[src/rtl/uart_pkg.sv]
// Shared UART definitions: parity modes, receiver state encoding and baud helper.
// Intended to be reused by the parametrised transmitter as well.
package uart_pkg;

  localparam int PARITY_NONE = 0;
  localparam int PARITY_ODD  = 1;
  localparam int PARITY_EVEN = 2;

  typedef enum logic [2:0] {
    ST_IDLE      = 3'd0,
    ST_START     = 3'd1,
    ST_DATA      = 3'd2,
    ST_PARITY    = 3'd3,
    ST_STOP      = 3'd4,
    ST_WAIT_IDLE = 3'd5
  } rx_state_e;

  function automatic int baud_period(input int clk_hz, input int baud);
    return clk_hz / baud;
  endfunction

endpackage

[src/rtl/uart_rx_sync.sv]
// rx input conditioning: 2-FF synchroniser followed by a 3-tap majority voter.
// Every flop presets to 1 (line idle) so reset release never looks like a start bit.
module uart_rx_sync (
  input  logic clk,
  input  logic rst_n,
  input  logic rx,
  output logic rx_sync,
  output logic vote
);

  logic       sync1;
  logic       sync2;
  logic [2:0] taps;

  always_ff @(posedge clk or negedge rst_n) begin
    if (!rst_n) begin
      sync1 <= 1'b1;
      sync2 <= 1'b1;
      taps  <= 3'b111;
    end else begin
      sync1 <= rx;
      sync2 <= sync1;
      taps  <= {taps[1:0], sync2};
    end
  end

  assign rx_sync = sync2;
  assign vote    = (taps[0] & taps[1]) | (taps[0] & taps[2]) | (taps[1] & taps[2]);

endmodule

[src/rtl/uart_rx_cfg.sv]
// Parametrised UART receiver: configurable data/parity/stop format, mid-bit majority
// sampling, error/break flags and a valid/ready output register with overrun pulse.
//
// state      | meaning
// IDLE       | waiting for synchronised rx low
// START      | confirming start bit at mid-bit (false start returns to IDLE)
// DATA       | shifting in DATA_BITS samples, LSB first
// PARITY     | sampling the parity bit
// STOP       | sampling STOP_BITS stop bits, frame completes at the last mid-sample
// WAIT_IDLE  | break seen, holding until the line returns high
module uart_rx_cfg
  import uart_pkg::*;
#(
  parameter int CLK_FREQ_HZ = 12000000,
  parameter int BAUD_RATE   = 9600,
  parameter int DATA_BITS   = 8,
  parameter int PARITY      = 0,
  parameter int STOP_BITS   = 1
) (
  input  logic                 clk,
  input  logic                 rst_n,
  input  logic                 rx,
  output logic [DATA_BITS-1:0] rx_data,
  output logic                 rx_data_valid,
  input  logic                 rx_data_ready,
  output logic                 rx_parity_err,
  output logic                 rx_frame_err,
  output logic                 rx_break,
  output logic                 rx_overrun,
  output logic                 rx_busy
);

  localparam int BAUD_PERIOD = baud_period(CLK_FREQ_HZ, BAUD_RATE);
  localparam int CW          = $clog2(BAUD_PERIOD);

  rx_state_e            state;
  logic [CW-1:0]        cnt;
  logic [3:0]           bit_cnt;
  logic [DATA_BITS-1:0] shreg;
  logic                 par_acc;
  logic                 zero_acc;
  logic                 ferr_acc;

  logic                 frm_done;
  logic [DATA_BITS-1:0] frm_data;
  logic                 frm_perr;
  logic                 frm_ferr;
  logic                 frm_brk;

  logic rx_sync;
  logic vote;
  logic mid;
  logic last;
  logic ferr_now;
  logic brk_now;
  logic perr_now;

  uart_rx_sync u_sync (
    .clk     (clk),
    .rst_n   (rst_n),
    .rx      (rx),
    .rx_sync (rx_sync),
    .vote    (vote)
  );

  assign mid      = (cnt == CW'(BAUD_PERIOD / 2));
  assign last     = (cnt == CW'(BAUD_PERIOD - 1));
  assign ferr_now = ferr_acc | ~vote;
  assign brk_now  = zero_acc & ~vote;
  assign perr_now = (PARITY == PARITY_ODD)  ? ~par_acc :
                    (PARITY == PARITY_EVEN) ?  par_acc : 1'b0;

  always_ff @(posedge clk or negedge rst_n) begin
    if (!rst_n) begin
      state    <= ST_IDLE;
      cnt      <= '0;
      bit_cnt  <= '0;
      shreg    <= '0;
      par_acc  <= 1'b0;
      zero_acc <= 1'b0;
      ferr_acc <= 1'b0;
      frm_done <= 1'b0;
      frm_data <= '0;
      frm_perr <= 1'b0;
      frm_ferr <= 1'b0;
      frm_brk  <= 1'b0;
    end else begin
      frm_done <= 1'b0;
      if (state != ST_IDLE) begin
        cnt <= last ? '0 : cnt + 1'b1;
      end
      case (state)
        ST_IDLE: begin
          if (!rx_sync) begin
            cnt   <= '0;
            state <= ST_START;
          end
        end
        ST_START: begin
          if (mid) begin
            if (vote) begin
              state <= ST_IDLE;
            end else begin
              state    <= ST_DATA;
              bit_cnt  <= '0;
              par_acc  <= 1'b0;
              zero_acc <= 1'b1;
              ferr_acc <= 1'b0;
            end
          end
        end
        ST_DATA: begin
          if (mid) begin
            shreg    <= {vote, shreg[DATA_BITS-1:1]};
            par_acc  <= par_acc ^ vote;
            zero_acc <= brk_now;
            if (bit_cnt == 4'(DATA_BITS - 1)) begin
              bit_cnt <= '0;
              state   <= (PARITY == PARITY_NONE) ? ST_STOP : ST_PARITY;
            end else begin
              bit_cnt <= bit_cnt + 1'b1;
            end
          end
        end
        ST_PARITY: begin
          if (mid) begin
            par_acc  <= par_acc ^ vote;
            zero_acc <= brk_now;
            bit_cnt  <= '0;
            state    <= ST_STOP;
          end
        end
        ST_STOP: begin
          // Completion is declared at the last stop mid-sample so back-to-back frames fit.
          if (mid) begin
            if (bit_cnt == 4'(STOP_BITS - 1)) begin
              frm_done <= 1'b1;
              frm_data <= shreg;
              frm_perr <= perr_now;
              frm_ferr <= ferr_now;
              frm_brk  <= brk_now;
              state    <= brk_now ? ST_WAIT_IDLE : ST_IDLE;
            end else begin
              bit_cnt  <= bit_cnt + 1'b1;
              ferr_acc <= ferr_now;
              zero_acc <= brk_now;
            end
          end
        end
        ST_WAIT_IDLE: begin
          if (rx_sync) begin
            state <= ST_IDLE;
          end
        end
        default: state <= ST_IDLE;
      endcase
    end
  end

  always_ff @(posedge clk or negedge rst_n) begin
    if (!rst_n) begin
      rx_data       <= '0;
      rx_data_valid <= 1'b0;
      rx_parity_err <= 1'b0;
      rx_frame_err  <= 1'b0;
      rx_break      <= 1'b0;
      rx_overrun    <= 1'b0;
    end else begin
      rx_overrun <= 1'b0;
      if (frm_done) begin
        // A word being consumed on this same edge frees the register for the new one.
        if (!rx_data_valid || rx_data_ready) begin
          rx_data       <= frm_data;
          rx_data_valid <= 1'b1;
          rx_parity_err <= frm_perr;
          rx_frame_err  <= frm_ferr;
          rx_break      <= frm_brk;
        end else begin
          rx_overrun <= 1'b1;
        end
      end else if (rx_data_valid && rx_data_ready) begin
        rx_data_valid <= 1'b0;
        rx_parity_err <= 1'b0;
        rx_frame_err  <= 1'b0;
        rx_break      <= 1'b0;
      end
    end
  end

  assign rx_busy = (state != ST_IDLE);

endmodule

[config.mk]
export PLATFORM = sky130hd
export DESIGN_NAME = uart_rx_cfg
export DESIGN_NICKNAME = d
export VERILOG_FILES = /design/src/rtl/uart_pkg.sv /design/src/rtl/uart_rx_sync.sv /design/src/rtl/uart_rx_cfg.sv
export SDC_FILE = /design/constraint.sdc
export NUM_CORES = 1
export LEC_CHECK = 0
export ABC_AREA = 1
export CORE_UTILIZATION = 59
export CTS_CLUSTER_DIAMETER = 30
export DETAILED_ROUTE_END_ITERATION = 7
export PLACE_DENSITY = 0.82
export SYNTH_ARGS = -nofsm -noshare
export SYNTH_HDL_FRONTEND = slang
export SYNTH_SLANG_ARGS = --single-unit
export TNS_END_PERCENT = 30
[constraint.sdc]
create_clock -name clk -period 2.81 [get_ports clk]
set_input_delay 0.7025 -clock clk [delete_from_list [all_inputs] [get_ports clk]]
set_output_delay 0.7025 -clock clk [all_outputs]
set_load 0.03 [all_outputs]
# --- Yosys cells after proc, flatten, opt, wreduce, memory -nomap -nowiden ---
# Cells that the tools add are included.
totals:
  ff_bits: 57
  in_bits: 4
  output_inout_bits: 14
  wordCells: 116
op_classes:
  add_sub_neg: 2
  n_eq_ne: 20
  mux: 48
  bitwise_logic: 8
  n_reduce_logical: 19
ops:
  columns: ["op", "n"]
  rows:
  - ["$mux W11", 4]
  - ["$mux W4", 7]
  - ["$mux W3", 9]
  - ["$mux W1", 23]
  - ["$ne A2 B2 Y1 const B", 9]
  - ["$pmux W3 S6", 1]
  - ["$pmux W4 S4", 1]
  - ["$add A11 B1 Y11 const B", 1]
  - ["$eq A11 B10 Y1 const B", 1]
  - ["$eq A11 B11 Y1 const B", 1]
  - ["$reduce_and A8 Y1", 1]
  - ["$reduce_and A7 Y1", 1]
  - ["$eq A3 B2 Y1 const B", 2]
  - ["$eq A3 B3 Y1 const B", 2]
  - ["$ne A2 B1 Y1 const B", 3]
  - ["$reduce_and A2 Y1", 3]
  - ["$reduce_and A6 Y1", 1]
  - ["$reduce_bool A3 Y1", 2]
  - ["$reduce_and A5 Y1", 1]
  - ["$add A4 B1 Y4 const B", 1]
  - ["$and A1 B1 Y1", 4]
  - ["$eq A4 B3 Y1 const B", 1]
  - ["$logic_not A4 Y1", 1]
  - ["$reduce_bool A2 Y1", 2]
  - ["other kinds (13)", 15]

# --- Depth between registers and ports, before layout ---
depth:
  word_depth: 9
  mapped_depth: 10
  mapped_depth_nobuf: 10

# --- Modules after synthesis ---
# A second synthesis with hierarchy kept.
hier_totals:
  hier_cells: 322
  hier_area_um2: 2797.7
modules_own_cells:
  columns: ["module", "n_inst", "cells_each", "area_each_um2", "seq_area_each_um2"]
  rows:
  - ["uart_rx_cfg", 1, 313, 2645.0, 1276.2]
  - ["uart_rx_sync", 1, 9, 152.6, 131.4]

# --- Worst setup path before layout ---
# Ideal clock, no wire load.
synth_path:
  path_type: "register to output"
  start: "reg state[1]"
  end: "out rx_busy"
  arrival_ns: 0.866
  required_time_ns: 2.108
  slack_ns: 1.241
  stages_incl_launch_ff: 5
  path_buffers: 0
  path_cell_list: "dfrtp_1 inv_1 nand2_1 nor2_2 inv_2"
synth_via:
  elab_chain_len: 1
synth_rtl:
  columns: ["element", "line_no", "rtl"]
  rows:
  - ["from (decl)", "uart_rx_cfg.sv:36", "rx_state_e state;"]
  - ["from (signal assigned)", "uart_rx_cfg.sv:119", "state <= (PARITY == PARITY_NONE) ? ST_STOP : ST_PARITY;"]
  - ["from (signal assigned)", "uart_rx_cfg.sv:142", "state <= brk_now ? ST_WAIT_IDLE : ST_IDLE;"]
  - ["$reduce_bool A3 Y1", "uart_rx_cfg.sv:190", "assign rx_busy = (state != ST_IDLE);"]
  - ["to (decl)", "uart_rx_cfg.sv:30", "output logic rx_busy"]
# Every way passes these cells.

# --- Final worst setup path ---
# Same ends and word-level chain as after synthesis.

==> Flow_metrics.wiki <==
{| class="wikitable"
! Metric !! Value
|-
| Result of the run || complete, no violations
|-
| Global-route congestion overflow total || 0
|-
| Highest-count cells in the layout ignoring fill and taps || 72 x sky130_fd_sc_hd__nand2_1, 51 x sky130_fd_sc_hd__dfrtp_1, 41 x sky130_fd_sc_hd__inv_1
|-
| Via count of the first global-routing pass || 1895
|-
| Critical Path Start Type || flip-flop
|-
| Clock Pin Slew Worst Setup and Hold Paths || 0.09 ns
|-
| Final setup viols || 0
|-
| Effective utilization at floorplan || ~62%
|-
| Slew of the pin with the lowest slew margin || 0.699 ns
|-
| Detail Route Antenna Nets || 0
|-
| Worst slew margin relative to its limit || between 50% and 60%
|-
| Share of the synthesized area in compound gates (AO/OA/AOI/OAI) || 11.5%
|-
| Count of boundary I/O pins || 18
|-
| Core occupancy in the finished layout || slightly below 70%
|-
| Avg WL per Cell || 12.5 um
|-
| Die width || ~70 um
|-
| Post-layout min period || about 2.5 ns
|-
| Maximum number of pins on one net before global-route repair || 35
|-
| Worst vdd ir || approximately 0.22 mV
|-
| Mux contribution to synthesized area || approximately 2.9%
|-
| Layout Nets || around 330
|-
| Place WS || around 0.64 ns
|-
| Required time worst endpoint || roughly 2.1 ns
|-
| Adder and majority gate portion of the synthesized area || approximately 1.8%
|-
| Detailed placement HPWL || approximately 3400 um
|-
| Postcts setup bufs || 0
|-
| Maximum fanout count along the critical path || 6
|-
| Number of slew-limit violations in the final report || 0
|-
| Worst-skew pair later-pin latency || roughly 0.31 ns
|-
| PD cells || approximately 430 nW/um2
|-
| Vert. Die Dim || around 70 um
|-
| Synth Area in XOR/XNOR || under 10%
|-
| Gate count of the mapped netlist || 300
|-
| Max-cap check violation count || 0
|-
| Ys Warns || 0
|-
| Final standard cell area without fillers || about 3000 um2
|-
| Initial antenna violation count || 0
|-
| H-Tree Level Count || 2
|-
| Die Area || just under 5000 um2
|-
| Number of antenna cells inserted || 0
|-
| Proportion of synthesized chip area in sequential cells || 51.9%
|-
| Number of sinks on the clock net || between 50 and 60
|-
| Filler cell count || 338
|-
| Placer congestion estimate || roughly 0.9
|-
| Commonest non-fill, non-tap cell in the layout || sky130_fd_sc_hd__nand2_1
|-
| CTS max path bufs || 2
|-
| Final cycle utilization of the critical path || around nine tenths
|-
| Area growth, synth to finish || 10.7%
|-
| Unrepaired setup endpoints after global routing || no
|-
| Cell Rows || 24
|-
| Drt pass-1 iters || 4
|-
| Hold violation total from the final report || 0
|-
| Global Route Usage Sum || 21.1%
|-
| Syn Std Cell Area || around 2700 um2
|-
| Clock tree from TritonCTS || yes
|-
| Largest family of logic cells by synthesized area || simple AND/OR/NAND/NOR gates
|-
| Cell leakage power || about 1.5 nW
|-
| HP Class || flip-flop to flip-flop
|-
| Remaining design rule violation count || 0
|-
| Total via count after detailed routing || about 2000
|-
| Placed instance area || 2910 um2
|-
| Number of flip-flops and latches in the synthesized netlist || between 50 and 60
|-
| DR iter-0 viols || between 100 and 150
|-
| Final WS setup || between 0.2 and 0.3 ns
|-
| Total routed wirelength || roughly 4700 um
|-
| Number of buffers created by CTS || 5
|-
| Port buffer count || 16
|-
| Worst setup EP type || output port
|-
| Clock Skew || around 0.0036 ns
|-
| Classification of the worst setup path || flip-flop to output port
|-
| Cell variety after synth || 31
|-
| First-pass GRT wire length || 8150 um
|-
| Critical path data arrival time || approximately 1.8 ns
|-
| Max Freq || ~400 MHz
|-
| Share of post-route cells with drive strength above 1 || roughly 17%
|-
| # resized after CTS || 0
|-
| Hold buffer count at cts || 0
|-
| Core ar. || 4380 um2
|-
| Area share of and/or/nand/nor cells after synthesis || around 23%
|-
| Root buffer cell || sky130_fd_sc_hd__clkbuf_8
|-
| Net count of the mapped netlist || approximately 310
|-
| Vias/cell || around 5.3
|-
| Mean cell area of the mapped netlist || 9.05 um2
|-
| Total negative setup slack || 0 ns
|}
## state kept, by name (all words and copies together), names as in the netlist
register and flops:
shreg 8, frm_data 8, rx_overrun 1, rx_frame_err 1, frm_done 1, ferr_acc 1
rx_break 1, bit_cnt 4, rx_data_valid 1, frm_brk 1, zero_acc 1, state 3
rx_data 8, u_sync.rx_sync 1, cnt 11, u_sync.sync1 1, frm_ferr 1, u_sync.taps 3
## layout make-up
class	count	area, um2	area share [%]
sequential	56	1410	46.9
clock buffer	6	72.6	2.42
multi-input combinational	197	1110	37.0
inverter	43	161	5.38
clock inverter	2	16.3	0.542
timing repair buffer	18	170	5.67
tap	52	65.1	2.17
## Yosys cell counts (all sizes together)
library cell / instances / area, um2
a21oi: 2 / 10.0
a22oi: 1 / 7.51
a31oi: 1 / 6.26
buf: 4 / 35.0
conb: 1 / 3.75
dfrtp: 51 / 1280
dfstp: 5 / 131
ha: 4 / 50.1
inv: 43 / 161
mux2: 7 / 78.8
nand2: 80 / 330
nand3: 23 / 125
nand4: 4 / 25.0
nor2: 20 / 106
nor3: 5 / 25.0
o211ai: 1 / 7.51
o21ai: 36 / 244
o22ai: 6 / 37.5
xnor2: 2 / 17.5
xor2: 4 / 35.0
## cell families after synthesis
| logic type | count (synthesis) |
|---|---|
| XOR/XNOR | 6 |
| buffers and inverters | 47 |
| AND/OR/NAND/NOR | 132 |
| adder cells (fa/ha/maj) | 4 |
| AO/OA/AOI/OAI | 47 |
| other | 1 |
| multiplexers | 7 |
| flip-flops | 56 |
## path summary, 6_finish.rpt
kind	startpoint	endpoint	slack, ns	cells past startpoint
max	state[1]$_DFFE_PN0P_	rx_busy	0.29	5
min	u_sync.sync1$_DFF_PN1_	u_sync.rx_sync$_DFF_PN1_	0.36	0
max reg2reg	bit_cnt[0]$_DFFE_PN0P_	zero_acc$_DFFE_PN0P_	1.20	8
min reg2reg	u_sync.sync1$_DFF_PN1_	u_sync.rx_sync$_DFF_PN1_	0.36	0
max in group asynchronous	rst_n	u_sync.sync1$_DFF_PN1_	1.69	2
min in group asynchronous	rst_n	cnt[0]$_DFF_PN0_	0.43	1
## report_power, final
group / total, mW / internal [mW] / switching, mW
Clock: 0.433 / 0.178 / 0.255
Combinational: 0.0330 / 0.00785 / 0.0251
Sequential: 0.814 / 0.812 / 0.00251
Total: 1.28 / 0.997 / 0.283
## stage by stage
stage	power, mW	instances	hold slack, ns
global route	1.33	374	0.373
CTS	1.30	374	0.362
detailed placement	0.864	366	0.348
global placement	0.864	366	0.347
floorplan	0.841	300	0.345
finish	1.28	374	0.362
## critical path: stages (launching register included)
cell                              delay (ns)
sky130_fd_sc_hd__dfrtp_1                0.42
sky130_fd_sc_hd__inv_1                  0.11
sky130_fd_sc_hd__nand2_1                0.07
sky130_fd_sc_hd__nor2_2                 0.23
sky130_fd_sc_hd__inv_2                  0.08
sky130_fd_sc_hd__clkdlybuf4s50_1        0.60
## per-layer routing
| layer | track usage [%] | routed length [um] | up-vias |
|---|---|---|---|
| met5 | 0 | 0 | - |
| met4 | 11.1 | 82 | 0 |
| met3 | 3.49 | 136 | 7 |
| met2 | 34.7 | 2300 | 27 |
| met1 | 26.7 | 2170 | 965 |
| li1 | - | - | 1000 |
(Power assumes the default switching activity.)
